==> config.mk <==
export PLATFORM = sky130hd
export DESIGN_NAME = video_timing_generator
export DESIGN_NICKNAME = d
export VERILOG_FILES = /design/src/rtl/video_timing_pkg.sv /design/src/rtl/video_axis_counter.sv /design/src/rtl/video_timing_generator.sv
export SDC_FILE = /design/constraint.sdc
export NUM_CORES = 1
export LEC_CHECK = 0
export CAP_MARGIN = 15
export CORE_AREA = 5 5 68 70
export CTS_CLUSTER_SIZE = 20
export DETAILED_ROUTE_END_ITERATION = 12
export DIE_AREA = 0 0 73 75
export GPL_ROUTABILITY_DRIVEN = 0
export PLACE_DENSITY = 0.75
export SYNTH_ARGS = -nofsm -noshare
export SYNTH_HDL_FRONTEND = slang
export SYNTH_HIERARCHICAL = 1
export SYNTH_SLANG_ARGS = --single-unit
==> constraint.sdc <==
create_clock -name clk -period 2.9 [get_ports clk]
set_clock_uncertainty 0.05 [all_clocks]
set_input_delay 0.29 -clock clk [delete_from_list [all_inputs] [get_ports clk]]
set_output_delay 0.29 -clock clk [all_outputs]
set_load 0.02 [all_outputs]
==> src/rtl/video_timing_pkg.sv <==
// Shared constants and helpers for the video timing generator.
// Holds the default 640x480@60 mode and a 1280x720@60 alternative.
package video_timing_pkg;

    // 640x480@60 (default mode)
    localparam int unsigned VGA_H_ACTIVE = 640;
    localparam int unsigned VGA_H_FP     = 16;
    localparam int unsigned VGA_H_SYNC   = 96;
    localparam int unsigned VGA_H_BP     = 48;
    localparam int unsigned VGA_V_ACTIVE = 480;
    localparam int unsigned VGA_V_FP     = 10;
    localparam int unsigned VGA_V_SYNC   = 2;
    localparam int unsigned VGA_V_BP     = 33;

    // 1280x720@60
    localparam int unsigned HD_H_ACTIVE = 1280;
    localparam int unsigned HD_H_FP     = 110;
    localparam int unsigned HD_H_SYNC   = 40;
    localparam int unsigned HD_H_BP     = 220;
    localparam int unsigned HD_V_ACTIVE = 720;
    localparam int unsigned HD_V_FP     = 5;
    localparam int unsigned HD_V_SYNC   = 5;
    localparam int unsigned HD_V_BP     = 20;

    localparam bit DEFAULT_SYNC_POL = 1'b1;

    // Bits needed to hold positions 0..count-1 (never less than one bit).
    function automatic int unsigned pos_width(input int unsigned count);
        return (count <= 1) ? 1 : $clog2(count);
    endfunction

    // Sum of the four intervals that make up one line or one frame.
    function automatic int unsigned axis_total(input int unsigned active, input int unsigned fp,
                                               input int unsigned sync, input int unsigned bp);
        return active + fp + sync + bp;
    endfunction

endpackage

==> src/rtl/video_axis_counter.sv <==
// One raster axis: a position counter ordered ACTIVE, FP, SYNC, BP with
// decoded active/sync windows and a wrap strobe for cascading.
module video_axis_counter
    import video_timing_pkg::*;
#(
    parameter int unsigned TOTAL     = 800,
    parameter int unsigned ACTIVE    = 640,
    parameter int unsigned FP        = 16,
    parameter int unsigned SYNC      = 96,
    parameter int unsigned POS_WIDTH = pos_width(TOTAL)
) (
    input  logic                 clk,
    input  logic                 rst_n,
    input  logic                 clear,
    input  logic                 advance,
    output logic [POS_WIDTH-1:0] pos,
    output logic                 active,
    output logic                 sync,
    output logic                 wrap
);

    localparam logic [POS_WIDTH-1:0] LAST       = POS_WIDTH'(TOTAL - 1);
    localparam logic [POS_WIDTH-1:0] ACTIVE_END = POS_WIDTH'(ACTIVE);
    localparam logic [POS_WIDTH-1:0] SYNC_START = POS_WIDTH'(ACTIVE + FP);
    localparam logic [POS_WIDTH-1:0] SYNC_END   = POS_WIDTH'(ACTIVE + FP + SYNC);

    logic [POS_WIDTH-1:0] pos_q, pos_d;
    logic                 last;

    assign last = (pos_q == LAST);
    // Wrap only counts when the axis actually steps past its last position.
    assign wrap = advance && last;

    // Next position: clear has priority, otherwise step and wrap.
    always_comb begin
        pos_d = pos_q;
        if (clear) begin
            pos_d = '0;
        end else if (advance) begin
            pos_d = last ? '0 : pos_q + POS_WIDTH'(1);
        end
    end

    // Position register.
    always_ff @(posedge clk or negedge rst_n) begin
        if (!rst_n) begin
            pos_q <= '0;
        end else begin
            pos_q <= pos_d;
        end
    end

    // Window decode from the current position.
    always_comb begin
        pos    = pos_q;
        active = (pos_q < ACTIVE_END);
        sync   = (pos_q >= SYNC_START) && (pos_q < SYNC_END);
    end

endmodule

==> src/rtl/video_timing_generator.sv <==
// Raster timing source: registered de/h_sync/v_sync, active-area coordinates
// and a frame-start pulse, one cycle behind the internal position.
module video_timing_generator
    import video_timing_pkg::*;
#(
    parameter int unsigned H_ACTIVE  = VGA_H_ACTIVE,
    parameter int unsigned H_FP      = VGA_H_FP,
    parameter int unsigned H_SYNC    = VGA_H_SYNC,
    parameter int unsigned H_BP      = VGA_H_BP,
    parameter int unsigned V_ACTIVE  = VGA_V_ACTIVE,
    parameter int unsigned V_FP      = VGA_V_FP,
    parameter int unsigned V_SYNC    = VGA_V_SYNC,
    parameter int unsigned V_BP      = VGA_V_BP,
    parameter bit          SYNC_POL  = DEFAULT_SYNC_POL,
    parameter int unsigned ROW_WIDTH = 10,
    parameter int unsigned COL_WIDTH = 11
) (
    input  logic                 clk,
    input  logic                 rst_n,
    input  logic                 enable_in,
    output logic                 de_out,
    output logic                 h_sync_out,
    output logic                 v_sync_out,
    output logic [ROW_WIDTH-1:0] row_out,
    output logic [COL_WIDTH-1:0] col_out,
    output logic                 frame_start_out
);

    localparam int unsigned H_TOTAL = axis_total(H_ACTIVE, H_FP, H_SYNC, H_BP);
    localparam int unsigned V_TOTAL = axis_total(V_ACTIVE, V_FP, V_SYNC, V_BP);
    localparam int unsigned H_POS_W = pos_width(H_TOTAL);
    localparam int unsigned V_POS_W = pos_width(V_TOTAL);

    // Elaboration-time parameter sanity.
    if (longint'(H_ACTIVE) > (longint'(1) << COL_WIDTH)) begin : g_col_width_check
        $error("H_ACTIVE does not fit in COL_WIDTH");
    end
    if (longint'(V_ACTIVE) > (longint'(1) << ROW_WIDTH)) begin : g_row_width_check
        $error("V_ACTIVE does not fit in ROW_WIDTH");
    end
    if (H_FP < 1 || H_SYNC < 1 || H_BP < 1) begin : g_h_param_check
        $error("horizontal porch and sync widths must be at least 1");
    end
    if (V_FP < 1 || V_SYNC < 1 || V_BP < 1) begin : g_v_param_check
        $error("vertical porch and sync widths must be at least 1");
    end

    logic               restart;
    logic [H_POS_W-1:0] h_pos;
    logic [V_POS_W-1:0] v_pos;
    logic               h_active, h_sync, h_wrap;
    logic               v_active, v_sync, v_wrap;

    // Disable acts as a synchronous restart at the frame origin.
    assign restart = ~enable_in;

    video_axis_counter #(
        .TOTAL     (H_TOTAL),
        .ACTIVE    (H_ACTIVE),
        .FP        (H_FP),
        .SYNC      (H_SYNC),
        .POS_WIDTH (H_POS_W)
    ) u_h_counter (
        .clk     (clk),
        .rst_n   (rst_n),
        .clear   (restart),
        .advance (enable_in),
        .pos     (h_pos),
        .active  (h_active),
        .sync    (h_sync),
        .wrap    (h_wrap)
    );

    video_axis_counter #(
        .TOTAL     (V_TOTAL),
        .ACTIVE    (V_ACTIVE),
        .FP        (V_FP),
        .SYNC      (V_SYNC),
        .POS_WIDTH (V_POS_W)
    ) u_v_counter (
        .clk     (clk),
        .rst_n   (rst_n),
        .clear   (restart),
        .advance (h_wrap),
        .pos     (v_pos),
        .active  (v_active),
        .sync    (v_sync),
        .wrap    (v_wrap)
    );

    // at_origin_q is high exactly when (h_pos, v_pos) == (0, 0); it avoids
    // wide zero compares by tracking the frame wrap instead.
    logic                 at_origin_q, at_origin_d;
    logic                 de_q, de_d;
    logic                 h_sync_q, h_sync_d;
    logic                 v_sync_q, v_sync_d;
    logic [ROW_WIDTH-1:0] row_q, row_d;
    logic [COL_WIDTH-1:0] col_q, col_d;
    logic                 frame_start_q, frame_start_d;

    // Origin tracking: set on restart or full-frame wrap, else cleared by any step.
    always_comb begin
        at_origin_d = enable_in ? v_wrap : 1'b1;
    end

    // Output next-state: decode current position, or idle levels when disabled.
    always_comb begin
        de_d          = 1'b0;
        h_sync_d      = ~SYNC_POL;
        v_sync_d      = ~SYNC_POL;
        row_d         = '0;
        col_d         = '0;
        frame_start_d = 1'b0;
        if (enable_in) begin
            de_d          = h_active && v_active;
            h_sync_d      = h_sync ? SYNC_POL : ~SYNC_POL;
            v_sync_d      = v_sync ? SYNC_POL : ~SYNC_POL;
            row_d         = de_d ? ROW_WIDTH'(v_pos) : '0;
            col_d         = de_d ? COL_WIDTH'(h_pos) : '0;
            frame_start_d = de_d && at_origin_q;
        end
    end

    // Output and origin-flag registers.
    always_ff @(posedge clk or negedge rst_n) begin
        if (!rst_n) begin
            at_origin_q   <= 1'b1;
            de_q          <= 1'b0;
            h_sync_q      <= ~SYNC_POL;
            v_sync_q      <= ~SYNC_POL;
            row_q         <= '0;
            col_q         <= '0;
            frame_start_q <= 1'b0;
        end else begin
            at_origin_q   <= at_origin_d;
            de_q          <= de_d;
            h_sync_q      <= h_sync_d;
            v_sync_q      <= v_sync_d;
            row_q         <= row_d;
            col_q         <= col_d;
            frame_start_q <= frame_start_d;
        end
    end

    assign de_out          = de_q;
    assign h_sync_out      = h_sync_q;
    assign v_sync_out      = v_sync_q;
    assign row_out         = row_q;
    assign col_out         = col_q;
    assign frame_start_out = frame_start_q;

endmodule

**Yosys cells after proc, flatten, opt, wreduce, memory -nomap -nowiden**

Index checks and enable logic that the tools add are counted.
W data, S select, Z words.

- Flip-flop bits (word level): 46
- Output and inout port bits: 25
- Logic and storage cells: 42
- Input bits: 3

- Magnitude comparators: 6
- Add/subtract/negate cells: 2
- Reductions and logical operators: 6
- Mux-type cells: 16
- Eq/ne operators: 3

Operators by type and width:

| cell | count |
|---|---|
| $mux W10 | 9 |
| $add A10 B1 Y10 const B | 2 |
| $eq A10 B10 Y1 const B | 2 |
| $lt A10 B10 Y1 const B | 2 |
| $lt A10 B9 Y1 const B | 2 |
| $ge A10 B10 Y1 const B | 1 |
| $ge A10 B9 Y1 const B | 1 |
| $mux W1 | 7 |
| $logic_and A1 B1 Y1 | 6 |
| $ne A2 B1 Y1 const B | 1 |

**Longest topological paths before layout**

Gate-level depths: netlist of run 1.

- Depth in word-level cells: 4
- Depth in mapped cells: 8
- Depth with buffers taken out: 7

**Hierarchy**

The synthesis of run 1 kept the hierarchy.

By module, submodules not included:

| module | cells an instance | area each (sq um) | times used |
|---|---|---|---|
| video_timing_generator | 59 | 900.9 | 1 |
| video_axis_counter at u_h_counter | 66 | 593.1 | 1 |
| video_axis_counter at u_v_counter | 58 | 579.3 | 1 |

**Worst setup path before layout of run 1**

No wires, ideal clock.

- Kind: flip-flop to flip-flop
- From: reg u_h_counter.pos_q[5] (netlist: u_h_counter/pos[5])
- To: reg u_v_counter.pos_q[7] (netlist: u_v_counter/pos[7])
- Data required time: 2.726 ns
- Cell stages (with the launch flop): 7
- Setup time: 0.124 ns
- Slack: 0.861 ns
- Arrival: 1.865 ns
- Cell sequence: dfrtp_1 -> or4_4 -> nor2_1 -> o2111ai_2 -> nor3_1 -> xnor2_1 -> nor2_1

- Cells in the longest elaborated chain, start to end: 3

Ends and longest elaborated chain:

| element | RTL line | RTL |
|---|---|---|
| from (decl) | video_axis_counter.sv:27 | `logic [POS_WIDTH-1:0] pos_q, pos_d;` |
| from (signal assigned) | video_axis_counter.sv:49 | `pos_q <= pos_d;` |
| $eq A10 B10 Y1 | video_axis_counter.sv:30 | `assign last = (pos_q == LAST);` |
| $logic_and A1 B1 Y1 | video_axis_counter.sv:32 | `assign wrap = advance && last;` |
| net h_wrap | video_timing_generator.sv:51 | `logic h_active, h_sync, h_wrap;` |
| $ne A2 B1 Y1 (no line) | -- |  |
| to (signal assigned) | video_axis_counter.sv:49 |  |
| to (decl) | video_axis_counter.sv:27 |  |

The timed path passes the listed nets, and every way through them passes these cells.
A chain may end at the register's enable or synchronous reset.

**Worst setup path after layout of run 1**

Same ends and word-level chain as after synthesis.

==> flow_summary_export.csv, run 1 <==
group,metric,value,unit
synthesis,synth_ff_type,"dfrtp_1",
layout,post-route-cell-area,2440,um^2
critical_path,cpMostUsedCell,"nor2_1",
clock_network,clkTransAtPathRegs,0.08,ns
floorplanning,dieArea,5480,um^2
synthesis,syn-cell-area,2070,um^2
floorplanning,die_x,73,um
critical_path,slowest_stage,"or4_4",
synthesis,synth_edf_count,0,
critical_path,crit_chain,"or4_4, nor2_1, o2111ai_2, nor3_1, xnor2_1, nor2_1",
critical_path,end_kind,"flop",
timing,slew_headroom,38.2,%
clock_network,cts-resized-gates,0,
layout,drive_gt1_share,12.3,%
power,cellPowerDensity,437,nW/um^2
synthesis,yosysMostFrequentCell,"dfrtp_1",
floorplanning,rows,23,
grt,track_usage,15.7,%
timing,hold_viol,0,
route,ant_nets,0,
timing,fin_crit_sh,77.4,%
power,peakVddDrop,0.000223,V
synthesis,synth.top_cell.area_share,53.1,%
synthesis,ys_ff_latch,45,
grt,antenna_found_initial,0,
place,numPortBuffers,26,
layout,antennaDiodeCount,0,
place,hpwlAfterDp,2.65,mm
synthesis,async_reset_ff_share,100,%
route,drt_iter0_markers,120,
timing,tightest_slew,0.927,ns
route,dr.pass1.iters,4,
critical_path,slowest_delay,0.59,ns
critical_path,crit_type,"reg -> reg",
timing,tns,0,ns
synthesis,syn_nets,190,
critical_path,critPathTopFamily,"simple AND/OR/NAND/NOR gates",
timing,rsz0062_at_grt,"false",
timing,fmax,0.445,GHz
grt,grt-busiest-layer,"met2",
grt,grt_pass1_vias,1368,
route,drc_errors,0,
grt,use_met2,24.4,%
run_status,status,"finished, final reports clean",
critical_path,arrival,2.38,ns
synthesis,yosysTopAreaCell,"dfrtp_1",
route,via_count,1417,
critical_path,critPathLaunchType,"flop",
synthesis,synthCells,183,
clock_network,postCtsSetupBuffers,0,
floorplanning,dieHeight,75,um
clock_network,worstSkewPairLatency,0.30,ns
clock_network,clk_root_buffer_cell,"clkbuf_8",
critical_path,crit_required,3.04,ns
place,pre_cts_ws,0.672,ns
layout,area_growth,17.8,%
floorplanning,start_util,53.0,%
grt,grt_pass1_wl,6.64,mm
timing,fin_ws,0.655,ns
job,maxCapViolCount,0,
grt,gr-usage-met3,3.34,%
clock_network,cts_buffer_depth,2,
grt,grt-ovfl-total,0,
synthesis,yosys_warnings,6,
route,wirelength,3.71,mm
route,via_per_inst,5.41,
floorplanning,coreArea,3910,um^2
critical_path,crit_fanout,9,
layout,fillCellCount,324,
clock_network,cts_buffers,5,
timing,post-route-min-period,2.25,ns
timing,drv_slew,0,
floorplanning,io_pins,28,
clock_network,htree_levels,2,
min_path,hold_class,"in -> async",
synthesis,yosys-top-cells-area,"dfrtp_1 53%, and4_1 8.0%, xor2_1 3.4%",
synthesis,ys_top_cells_by_count,"44 x dfrtp_1, 19 x and4_1, 17 x nor2_1",
synthesis,synth_cell_types,43,
route,wire_per_inst,14.1,um
grt,grt_max_degree,46,
clock_network,cts_tree,"yes",
clock_network,cts_hold_buf,0,
critical_path,path_buf_inv,0,
synthesis,syn_area_per_cell,11.3,um^2
layout,nets,218,
place,placed_cell_area,2350,um^2
clock_network,cts_sinks,45,
synthesis,synth_seq_area_share,54.4,%
power,power_leakage,1.07,nW
timing,setup_viol,0,
grt,grt_use_met1,21.6,%
==> area by class of cell <==
class,instances,area [um^2],area share [%]
Timing Repair Buffer,29,278,11.4
Clock inverter,3,21.3,0.871
Sequential cell,45,1130,46.2
Tap cell,50,62.6,2.56
Inverter,7,26.3,1.08
Multi-Input combinational cell,123,858,35.1
Clock buffer,5,68.8,2.82
==> kinds of logic (layout without fill, tap and decap cells) <==
family	Yosys count	count (layout)	synth area share, %
AO/OA/AOI/OAI	18	18	6.16
flip-flops	45	45	54.4
other	1	1	0.181
multiplexers	1	1	0.483
AND/OR/NAND/NOR	87	87	27.1
XOR/XNOR	12	12	5.07
adder cells (fa/ha/maj)	4	4	2.41
buffers and inverters	15	44	4.22
==> state kept, by name, indices dropped and copies added (netlist names) <==
name and cells:
de_out 1, col_out 10, row_out 10, frame_start_out 1
u_v_counter/pos 10, h_sync_out 1, v_sync_out 1, at_origin_q 1
u_h_counter/pos 10
==> worst reg2reg max path: cells and delay by family (launching register included) <==
| family | cells | cell delay, ns |
|---|---|---|
| flip-flops | 1 | 0.49 |
| XOR/XNOR | 1 | 0.15 |
| AND/OR/NAND/NOR | 4 | 1.24 |
| AO/OA/AOI/OAI | 1 | 0.20 |
==> power by group <==
group          switching (mW)  internal (mW)  leakage [nW]  total, mW
logic                  0.0329         0.0149         0.401     0.0478
clock network           0.209          0.171        0.0445      0.380
registers             0.00620          0.633         0.620      0.640
total                   0.248          0.819          1.07       1.07
==> worst paths after layout <==
path	start	endpoint	slack (ns)	cells past startpoint
max reg2reg	u_h_counter/pos[5]$_DFFE_PN0P_	u_v_counter/pos[7]$_DFFE_PN0P_	0.65	6
min in group clk	at_origin_q$_DFF_PN1_	frame_start_out$_DFF_PN0_	0.50	1
min reg2reg	at_origin_q$_DFF_PN1_	frame_start_out$_DFF_PN0_	0.50	1
max in group asynchronous	rst_n	row_out[9]$_DFF_PN0_	2.15	1
max	u_h_counter/pos[5]$_DFFE_PN0P_	u_v_counter/pos[7]$_DFFE_PN0P_	0.65	6
min	rst_n	u_v_counter/pos[2]$_DFFE_PN0P_	0.07	1
==> cells in the final DEF, fill, tap and decap left out, types with 5 or more instances in the layout <==
cell             count
and4_1              19
nand4_1              5
xor2_1               8
a21oi_1              5
o21ai_0              6
nand2_1             12
nand3_1              6
dfrtp_1             44
clkdlybuf4s50_1     25
nor2_1              17
inv_1                7
clkbuf_8             5
==> layer usage <==
metal  up-vias  routed length [um]
li1        707                   -
met4         0                  61
met5         -                   0
met2        47                1700
met3         7                 227
met1       656                1720
==> stage by stage <==
step                      power [mW]  std cells  util, %  hold slack (ns)
final                           1.07        262     62.4           0.0743
after global routing            1.11        262     62.4            0.182
after CTS                       1.08        262     62.4            0.107
after detailed placement       0.701        254     60.1            0.432
after global placement         0.699        254     60.1            0.420
after floorplan                0.676        183        -          -0.0556
(Power assumes the default switching activity.)
==> inputs of run 2 (changes only) <==
Clock period 2.9 ns to 2.2 ns, I/O delays scaled along.
==> flow_summary_export.csv, run 2 (synthesis gave the netlist of run 1 again) <==
group,metric,value,unit
route,drc_errors,0,
layout,area_growth,20.6,%
layout,drive_gt1_share,15.1,%
route,wire_per_inst,14.5,um
timing,fin_crit_sh,95.3,%
grt,grt-ovfl-total,0,
power,cellPowerDensity,567,nW/um^2
clock_network,clkTransAtPathRegs,0.09,ns
critical_path,crit_fanout,8,
floorplanning,die_x,73,um
power,peakVddDrop,0.000237,V
grt,grt_max_degree,32,
power,internal_power,1.08,mW
grt,track_usage,15.4,%
timing,post-route-min-period,2.10,ns
layout,ff_latch_area,1130,um^2
power,power_leakage,1.10,nW
timing,hold_viol,0,
clock_network,postCtsSetupBuffers,0,
layout,post-route-util,63.9,%
grt,grt_pass1_vias,1407,
power,power_frac_comb,4.8,%
route,dr.pass1.iters,4,
power,switching_share,23.6,%
critical_path,arrival,2.23,ns
clock_network,cts_buffer_depth,2,
floorplanning,dieArea,5480,um^2
min_path,hold_class,"in -> async",
critical_path,end_kind,"flop",
clock_network,htree_levels,2,
clock_network,cts_sinks,45,
layout,multi_input_area,868,um^2
layout,mostFrequentLayoutCell,"dfrtp_1",
timing,setup_viol,0,
run_status,status,"finished, final reports clean",
place,hpwlAfterDp,2.78,mm
layout,nets,224,
timing,rsz0062_at_grt,"true",
layout,fillCellCount,312,
power,clkPwrFrac,35.7,%
clock_network,clk_root_buffer_cell,"clkbuf_8",
job,maxCapViolCount,0,
power,sequentialPowerShare,59.5,%
place,numPortBuffers,26,
route,via_count,1499,
route,drt_iter0_markers,129,
layout,antennaDiodeCount,0,
floorplanning,start_util,53.0,%
critical_path,crit_type,"reg -> reg",
critical_path,critPathLaunchType,"flop",
layout,mostFrequentLayoutCells,"44 x dfrtp_1, 25 x clkdlybuf4s50_1, 19 x and4_1, 17 x nor2_1, 12 x nand2_1",
layout,instances_no_fill,268,
floorplanning,rows,23,
clock_network,cts_tree,"yes",
grt,grt_pass1_wl,6.49,mm
clock_network,cts_buffers,5,
floorplanning,io_pins,28,
floorplanning,dieHeight,75,um
route,via_per_inst,5.59,
floorplanning,coreArea,3910,um^2
power,switching_power,334,uW
timing,drv_slew,0,
grt,antenna_found_initial,0,
route,wirelength,3.87,mm
clock_network,worstSkewPairLatency,0.30,ns
timing,tns,0,ns
place,dp_cells,259,
timing,fmax,0.477,GHz
critical_path,crit_required,2.33,ns
route,ant_nets,0,
## run 2: cell type report
cell class | count | area share, %
Clock buffer | 5 | 2.75
Sequential cell | 45 | 45.1
Clock inverter | 3 | 0.851
Multi-Input combinational cell | 123 | 34.7
Tap cell | 50 | 2.50
Inverter | 7 | 1.05
Timing Repair Buffer | 35 | 13.0
## run 2: routing by layer
metal	track usage, %	wire [um]	share of wire (%)
met1	19.6	1730	45
met2	25.4	1850	48
met3	3.60	239	6.2
met4	6.15	62	1.6
met5	0	0	0
## run 2: worst paths after layout
check                                               start                              to  slack (ns)  cells past startpoint
min in group clk                    at_origin_q$_DFF_PN1_       frame_start_out$_DFF_PN0_        0.51                      1
min                                                 rst_n  u_v_counter/pos[6]$_DFFE_PN0P_        0.21                      2
max reg2reg                u_h_counter/pos[6]$_DFFE_PN0P_  u_v_counter/pos[7]$_DFFE_PN0P_        0.10                      6
max                        u_h_counter/pos[6]$_DFFE_PN0P_  u_v_counter/pos[7]$_DFFE_PN0P_        0.10                      6
min reg2reg                         at_origin_q$_DFF_PN1_       frame_start_out$_DFF_PN0_        0.51                      1
max in group asynchronous                           rst_n            col_out[0]$_DFF_PN0_        1.42                      3
## run 2: metrics by stage
step | setup WS (ns) | area [um^2] | total power [mW] | hold WS (ns)
3_3_place_gp | 0.199 | 2390 | 0.925 | -0.00257
2_1_floorplan | 0.161 | 2070 | 0.891 | -0.126
5_1_grt | -0.0244 | 2500 | 1.47 | 0.231
3_5_place_dp | 0.143 | 2390 | 0.928 | -0.00166
4_1_cts | 0.126 | 2490 | 1.43 | 0.208
6_report | 0.104 | 2500 | 1.42 | 0.209
## run 2: power groups by stage
| stage | Clock (mW) | Combinational [mW] | Sequential, mW |
|---|---|---|---|
| 3_5_place_dp | 0 | 0.0681 | 0.860 |
| 6_report | 0.505 | 0.0682 | 0.843 |
| 4_1_cts | 0.519 | 0.0696 | 0.843 |
| 3_3_place_gp | 0 | 0.0661 | 0.859 |
| 2_1_floorplan | 0 | 0.0284 | 0.863 |
| 5_1_grt | 0.552 | 0.0777 | 0.845 |
## run 2: worst max-delay path, cell delays in order (launching register included)
cell and delay [ns]:
dfrtp_1 0.47, or4_4 0.57, nor2_1 0.23, o2111ai_2 0.22, nor3_2 0.25, xnor2_1 0.14, nor2_1 0.05
## run 2: repair_timing
item                                    in CTS  in global routing
gates resized for setup                      0                  2
endpoints found under the setup margin       0                  1
hold endpoints to repair                    45                  0
hold buffers                                 1                  0
==> RTL change (flow settings as in run 2) <==
Put one more register stage on the output `row_out`. The value now appears one clock later. The other outputs are not delayed to match.
--- a/src/rtl/video_timing_generator.sv
+++ b/src/rtl/video_timing_generator.sv
@@ -145,7 +145,9 @@
     assign de_out          = de_q;
     assign h_sync_out      = h_sync_q;
     assign v_sync_out      = v_sync_q;
-    assign row_out         = row_q;
+    always_ff @(posedge clk) begin
+        row_out <= row_q;
+    end
     assign col_out         = col_q;
     assign frame_start_out = frame_start_q;
 
Check against the original RTL: no difference found for any inputs over 10 cycles, from zero or initial values and one cycle with rst_n low; that may be too few to reach the edited logic, so the function may still have changed.
==> RTL change against run 2 <==
Sequential cell count up 10. Utilization grew 6.1 points. Worst setup slack improved by 8.6 ps. Synthesized area up 9.7%. Count of clock-buffer cells in the layout up 1. Final area grew 9.6%. Total power is 30% higher. Routed wire length is 4.2% higher. First-iteration DRC count decreased by 50%. Highest routed layer unchanged.
==> RTL change: results (changes against run 2) <==
Sw Share: 18.7% (was 23.6%)
Vias in the first global route: 1485 (was 1407)
Leakage Power: 1.20 nW (was 1.10 nW)
Synth area leaders: dfrtp_1 48%, dfxtp_1 8.8%, and4_1 7.3%, xor2_1 3.1%, nor2_1 2.8% (was dfrtp_1 53%, and4_1 8.0%, xor2_1 3.4%, nor2_1 3.1%, ha_1 2.4%)
Pre-CTS WS: 140 ps (was 143 ps)
First-pass GRT wire length: 6840 um (was 6490 um)
Signal buffers share of area: 12.1% (was 13.0%)
FILL cells: 297 (was 312)
Peak Freq: 0.479 GHz (was 0.477 GHz)
Synth Area in XOR/XNOR: 4.62% (was 5.07%)
Adder-Cell Fraction of Synth Area: 2.20% (was 2.41%)
Synth Area in Compound Gates: 5.61% (was 6.16%)
Mapped Nets: 200 (was 190)
DRT met1 WL: 1820 um (was 1730 um)
Peak supply drop: 0.401 mV (was 0.237 mV)
Fraction of layout instances using a drive strength above 1: 13.5% (was 15.1%)
Placed insts: 270 (was 259)
Status: finished, final reports clean (unchanged)
Total Routed Length: 4040 um (was 3870 um)
Initial DRC Count: 64 (was 129)
Largest net degree at the start of global routing: 31 (was 32)
Dpl hpwl: 2930 um (was 2780 um)
Layout Nets: 235 (was 224)
Reg area: 0.00133 mm^2 (was 0.00113 mm^2)
Syn avg cell area: 11.8 um^2 (was 11.3 um^2)
Placed instance area: 0.00260 mm^2 (was 0.00239 mm^2)
CTS Sinks: 55 (was 45)
Distinct cells, synth: 44 (was 43)
Commonest cells in the netlist: 44 x dfrtp_1, 19 x and4_1, 17 x nor2_1, 12 x nand2_1, 10 x dfxtp_1 (was 44 x dfrtp_1, 19 x and4_1, 17 x nor2_1, 12 x nand2_1, 8 x xor2_1)
Crit path capture: u_v_counter/pos[9] (was u_v_counter/pos[7])
Multi-input logic area: 858 um^2 (was 868 um^2)
Tot GR Track Use: 16.3% (was 15.4%)
Met3 Resource Use GR: 3.74% (was 3.60%)
==> RTL change: cell types whose count changed after synthesis <==
cell	delta
dfxtp_1	+10
==> RTL change: worst min-delay path by stage <==
stage                  start            endpoint  depth (start not counted)
floorplan              rst_n          col_out[0]                          0
global placement       rst_n  u_v_counter/pos[5]                          1
detailed placement     rst_n  u_v_counter/pos[5]                          1
CTS                 row_q[1]          row_out[1]                          0
global route        row_q[1]          row_out[1]                          0
finish              row_q[2]          row_out[2]                          0
==> RTL change: timing repair <==
| item | in CTS | in global routing |
|---|---|---|
| hold buffers | 1 | 0 |
| endpoints found under the hold margin | 19 | 0 |
| setup endpoints to repair | 0 | 0 |
| resized for setup | 0 | 0 |
==> RTL change: power groups by stage <==
stage	clock network, mW	logic [mW]	registers (mW)
4_1_cts	0.767	0.0739	1.02
3_3_place_gp	0	0.0707	1.04
5_1_grt	0.808	0.0832	1.02
6_report	0.745	0.0722	1.02
2_1_floorplan	0	0.0284	1.05
3_5_place_dp	0	0.0724	1.04
